### src/rtl/traffic_light_fsm.sv
`timescale 1ns/1ps
// traffic_light_fsm: Moore sequencer for a main/side road junction with a
// pedestrian phase. All phase timing is counted in divider ticks; lamp outputs
// are registered and decoded from the next state so they switch together with
// the state register.
module traffic_light_fsm #(
    parameter int GREEN_MAIN = 8,
    parameter int YELLOW     = 3,
    parameter int ALL_RED    = 1,
    parameter int GREEN_SIDE = 5,
    parameter int WALK       = 4,
    parameter int CNT_W      = 8
) (
    input  logic       clk,
    input  logic       rst,
    input  logic       tick,
    input  logic       side_req,
    input  logic       ped_req,
    output logic [2:0] main_light,
    output logic [2:0] side_light,
    output logic       walk,
    output logic [2:0] state
);

    typedef enum logic [2:0] {
        MAIN_G = 3'd0,
        MAIN_Y = 3'd1,
        RED1   = 3'd2,
        SIDE_G = 3'd3,
        SIDE_Y = 3'd4,
        RED2   = 3'd5,
        PED    = 3'd6
    } state_e;

    // Lamp codes, bit order {red, yellow, green}.
    localparam logic [2:0] LAMP_RED    = 3'b100;
    localparam logic [2:0] LAMP_YELLOW = 3'b010;
    localparam logic [2:0] LAMP_GREEN  = 3'b001;

    // Counter load values: the counter holds "ticks left minus one".
    localparam logic [CNT_W-1:0] LD_GREEN_MAIN = CNT_W'(GREEN_MAIN - 1);
    localparam logic [CNT_W-1:0] LD_YELLOW     = CNT_W'(YELLOW - 1);
    localparam logic [CNT_W-1:0] LD_ALL_RED    = CNT_W'(ALL_RED - 1);
    localparam logic [CNT_W-1:0] LD_GREEN_SIDE = CNT_W'(GREEN_SIDE - 1);
    localparam logic [CNT_W-1:0] LD_WALK       = CNT_W'(WALK - 1);
    localparam logic [CNT_W-1:0] CNT_ZERO      = {CNT_W{1'b0}};
    localparam logic [CNT_W-1:0] CNT_ONE       = CNT_W'(1);

    // Duration reload for the state being entered.
    function automatic logic [CNT_W-1:0] load_value(input state_e s);
        logic [CNT_W-1:0] v;
        case (s)
            MAIN_G:  v = LD_GREEN_MAIN;
            MAIN_Y:  v = LD_YELLOW;
            RED1:    v = LD_ALL_RED;
            SIDE_G:  v = LD_GREEN_SIDE;
            SIDE_Y:  v = LD_YELLOW;
            RED2:    v = LD_ALL_RED;
            PED:     v = LD_WALK;
            default: v = LD_GREEN_MAIN;
        endcase
        return v;
    endfunction

    state_e           state_q, state_d;
    logic [CNT_W-1:0] cnt_q, cnt_d;
    logic             ped_pending_q, ped_pending_d;
    logic [2:0]       main_light_q, main_light_d;
    logic [2:0]       side_light_q, side_light_d;
    logic             walk_q, walk_d;
    logic             expire_s;
    logic             entering_s;

    // Next-state, phase counter, pedestrian latch and lamp decode of the next state.
    always_comb begin
        state_d       = state_q;
        cnt_d         = cnt_q;
        ped_pending_d = ped_pending_q;
        main_light_d  = LAMP_RED;
        side_light_d  = LAMP_RED;
        walk_d        = 1'b0;

        expire_s = tick && (cnt_q == CNT_ZERO);

        if (tick && (cnt_q != CNT_ZERO)) begin
            cnt_d = cnt_q - CNT_ONE;
        end else begin
            cnt_d = cnt_q;
        end

        case (state_q)
            MAIN_G: begin
                // Counter parks at zero; leave only when a request meets a tick.
                if (expire_s && (side_req || ped_pending_q)) state_d = MAIN_Y;
                else                                         state_d = MAIN_G;
            end
            MAIN_Y: begin
                if (expire_s) state_d = RED1;
                else          state_d = MAIN_Y;
            end
            RED1: begin
                if (expire_s) state_d = ped_pending_q ? PED : SIDE_G;
                else          state_d = RED1;
            end
            PED: begin
                if (expire_s) state_d = side_req ? SIDE_G : RED2;
                else          state_d = PED;
            end
            SIDE_G: begin
                if (expire_s) state_d = SIDE_Y;
                else          state_d = SIDE_G;
            end
            SIDE_Y: begin
                if (expire_s) state_d = RED2;
                else          state_d = SIDE_Y;
            end
            RED2: begin
                if (expire_s) state_d = MAIN_G;
                else          state_d = RED2;
            end
            default: state_d = MAIN_G; // encoding 7 recovers to main green
        endcase

        entering_s = (state_d != state_q);
        if (entering_s) cnt_d = load_value(state_d);
        else            cnt_d = cnt_d;

        // A press on the PED entry edge survives the clear and is served next cycle.
        if (ped_req)                              ped_pending_d = 1'b1;
        else if (entering_s && (state_d == PED))  ped_pending_d = 1'b0;
        else                                      ped_pending_d = ped_pending_q;

        case (state_d)
            MAIN_G: begin main_light_d = LAMP_GREEN;  side_light_d = LAMP_RED;    end
            MAIN_Y: begin main_light_d = LAMP_YELLOW; side_light_d = LAMP_RED;    end
            SIDE_G: begin main_light_d = LAMP_RED;    side_light_d = LAMP_GREEN;  end
            SIDE_Y: begin main_light_d = LAMP_RED;    side_light_d = LAMP_YELLOW; end
            PED:    begin main_light_d = LAMP_RED;    side_light_d = LAMP_RED; walk_d = 1'b1; end
            default: begin main_light_d = LAMP_RED;   side_light_d = LAMP_RED;    end
        endcase
    end

    // State, counter, latch and registered lamps; reset wins over tick.
    always_ff @(posedge clk) begin
        if (rst) begin
            state_q       <= MAIN_G;
            cnt_q         <= LD_GREEN_MAIN;
            ped_pending_q <= 1'b0;
            main_light_q  <= LAMP_GREEN;
            side_light_q  <= LAMP_RED;
            walk_q        <= 1'b0;
        end else begin
            state_q       <= state_d;
            cnt_q         <= cnt_d;
            ped_pending_q <= ped_pending_d;
            main_light_q  <= main_light_d;
            side_light_q  <= side_light_d;
            walk_q        <= walk_d;
        end
    end

    assign state      = state_q;
    assign main_light = main_light_q;
    assign side_light = side_light_q;
    assign walk       = walk_q;

endmodule

### config.mk
export PLATFORM = sky130hd
export DESIGN_NAME = traffic_light_fsm
export DESIGN_NICKNAME = d
export VERILOG_FILES = /design/src/rtl/traffic_light_fsm.sv
export SDC_FILE = /design/constraint.sdc
export NUM_CORES = 1
export LEC_CHECK = 0
export BUFFER_PORTS_ARGS = -buffer_cell sky130_fd_sc_hd__buf_2
export CORE_ASPECT_RATIO = 1.5
export CORE_MARGIN = 5
export CORE_UTILIZATION = 45
export CTS_BUF_LIST = sky130_fd_sc_hd__clkbuf_4
export DETAILED_ROUTE_END_ITERATION = 10
export SLEW_MARGIN = 20
export SYNTH_ARGS = -nofsm -noshare
export SYNTH_HDL_FRONTEND = slang
export SYNTH_SLANG_ARGS = --single-unit
### constraint.sdc
create_clock -name clk -period 2.8 [get_ports clk]
set_input_delay 0.7 -clock clk [delete_from_list [all_inputs] [get_ports clk]]
set_output_delay 0.7 -clock clk [all_outputs]
set_load 0.05 [all_outputs]
==> results.ini <==
[clock_network]
cts_htree_levels = 1
clk_latency_ns = 0.29
cts-root-buf = clkbuf_4
cts_tree = yes
cts_sinks = 19
cts_buffers = 3
postCtsSetupRepairBufs = 0
ctsResizeCount = 0
clk_pin_slew_ns = 0.11
cts_buffer_depth = 2
holdBufCountCts = 0

[floorplan]
die_height_um = 70.4
io_pins = 15
start_util_pct = 45.7
fp-row-count = 22
core_region_area_sq_um = 2390
dieArea_sq_um = 3540
die_w_um = 50.3

[placed_design]
gp_congestion = 0.835
io_buffer_count = 14
post-place-cells = 167
dpl.hpwl_mm = 1.88

[final_layout]
antennaDiodeCount = 0
final_cells = 171
area_growth_pct = 11.3
nets = 155
drive_above_1_share_pct = 22.4
n_fill_cell = 248
final_core_util_pct = 50.9

[synthesis]
synth.distinct_cells = 44
synth_adder_area_share_pct = 2.29
syn_avg_cell_area_sq_um = 8.23
synth_cells = 133
yosys.area_share.simple_pct = 33.3
synthMuxAreaShare_pct = 0
ys_ff_latch = 19
syn_area_sq_um = 1090
synth_top_family_by_area = simple AND/OR/NAND/NOR gates
yosysWarningCount = 0
synth_xor_area_share_pct = 4.80
ys_seq_area_share_pct = 34.7
synth_fp_nets = 140
synth_compound_gate_area_share_pct = 20.1

[hold_path]
hp-class = flip-flop to flip-flop

[power]
leakagePower_nw = 0.503
finalPower_mw = 0.453
p_per_area_nw_per_um2 = 372
peakVddDrop_uv = 223

[sta]
slew_headroom_pct = 59.7
setup-violations-final = 0
drv_slew = 0
hold_violations = 0
grt_setup_unrepaired = false
fin_setup_tns_ns = 0
max_freq_mhz = 407
fin_crit_ns = 2.46
tightest_slew_ns = 0.604
min_period_over_period_pct = 87.8
skew_ns = 0.00315

[routing]
wl_per_cell_um = 14.7
ant_nets = 0
drc = 0
top_layer_used = met4
vias_per_cell = 5.90
route.met2.wl_mm = 1.33
first_pass_iters = 4
wl_met3_um = 105
first_iter_violations = 25
vias = 1009
wl_mm = 2.52
drt-met1-wl_mm = 1.03

[worst_setup_path]
critical_path_class = flip-flop to flip-flop
end_kind = flip-flop
critPathLaunchType = flip-flop
worstPathMaxFanout = 9
cp_data_required_time_ns = 2.99
cp.arrival_ns = 2.65

[grt]
grt_pass1_wl_mm = 4.17
grt_max_degree = 20
grt_usage_pct = 14.8
grt_pass1_vias = 963
antenna_found_initial = 0
overflow = 0

[outcome]
outcome = completed

[run]
drv_cap = 0

[final cells by class]
class                   instances  area (sq um)  area share, %
repair buffers                 18           100           8.21
inverters                       5          18.8           1.54
well taps                      24          30.0           2.46
flip-flops and latches         19           380           31.2
clock inverters                 1          5.00          0.411
clock buffers                   3          22.5           1.85
multi-input cells             101           662           54.3
[path summary, 6_finish.rpt]
check            from  slack [ns]  endpoint  cells past startpoint
max          cnt_q[0]        0.34  cnt_q[1]                      7
min          cnt_q[7]        0.58  cnt_q[7]                      2
min reg2reg  cnt_q[7]        0.58  cnt_q[7]                      2
max reg2reg  cnt_q[0]        0.34  cnt_q[1]                      7
[registers in the layout (all words and copies together) (netlist names)]
signal and cells:
walk 1, cnt_q 8, ped_pending_q 1, state 3, side_light 3, main_light 3
[critical path, cell delays in order (launching register included)]
cell	delay, ns
dfxtp_1	0.35
inv_1	0.08
ha_1	0.23
or4bb_4	0.59
nor2_8	0.18
nor2_4	0.05
or4_1	0.53
a311o_1	0.35
[stage by stage]
stage	worst slack [ns]	hold slack [ns]	instance area, sq um
2_1_floorplan	0.443	0.515	1090
3_3_place_gp	0.307	0.543	1190
3_5_place_dp	0.274	0.560	1190
4_1_cts	0.338	0.585	1220
5_1_grt	0.246	0.605	1220
6_report	0.342	0.581	1220
[metal layers]
layer	vias to the layer above	global-route usage, %
met5	-	0
met4	0	7.58
met3	6	1.92
met2	24	26.9
met1	468	15.9
li1	511	-
[report_power, final]
group | switching (mW) | internal, mW
registers | 0.00556 | 0.274
logic | 0.0208 | 0.0170
clock network | 0.0822 | 0.0532
[cells in the mapped netlist, drive strengths merged]
library cell / count / share of area, %
a211oi: 1 / 0.69
a21boi: 1 / 0.69
a21o: 3 / 2.1
a21oi: 8 / 3.7
a221o: 1 / 1.0
a311o: 2 / 1.8
a31oi: 4 / 2.3
a32oi: 1 / 0.80
a41oi: 1 / 0.80
and2: 1 / 0.57
and3: 3 / 1.8
and4bb: 1 / 1.1
buf: 2 / 1.0
clkbuf: 6 / 2.1
dfxtp: 19 / 35
ha: 2 / 2.3
inv: 5 / 1.7
nand2: 6 / 2.1
nand2b: 1 / 0.57
nand3: 6 / 2.7
nand4: 1 / 0.57
nand4b: 1 / 0.80
nor2: 23 / 10
nor2b: 1 / 0.57
nor3: 3 / 1.4
nor4: 3 / 3.1
nor4b: 2 / 1.6
o211ai: 2 / 1.4
o21ai: 6 / 2.7
o221ai: 1 / 0.80
o22ai: 1 / 0.57
o2bb2ai: 1 / 0.80
or2: 2 / 1.1
or3: 1 / 0.69
or4: 4 / 3.1
or4bb: 1 / 1.4
xnor2: 1 / 0.80
xor2: 5 / 4.0
[kinds of logic (layout without fill, tap and decap cells)]
kind of cell             count (synthesis)  after routing
AO/OA/AOI/OAI                           33             33
XOR/XNOR                                 6              6
adder cells (fa/ha/maj)                  2              2
buffers and inverters                   13             27
flip-flops                              19             19
AND/OR/NAND/NOR                         60             60
[layout by cell type (no fill, tap or decap), types with 2 or more instances in the layout]
| master | instances |
|---|---|
| a21o_1 | 3 |
| a21oi_1 | 8 |
| a311o_1 | 2 |
| a31oi_1 | 4 |
| and3_1 | 2 |
| buf_2 | 14 |
| buf_4 | 4 |
| clkbuf_4 | 3 |
| dfxtp_1 | 19 |
| ha_1 | 2 |
| inv_1 | 5 |
| nand2_1 | 6 |
| nand3_1 | 6 |
| nor2_1 | 21 |
| nor3_1 | 3 |
| nor4_1 | 2 |
| nor4b_1 | 2 |
| o211ai_1 | 2 |
| o21ai_0 | 6 |
| or2_2 | 2 |
| or4_1 | 3 |
| xor2_1 | 5 |
Note: power is estimated with default switching activity, not from simulation.
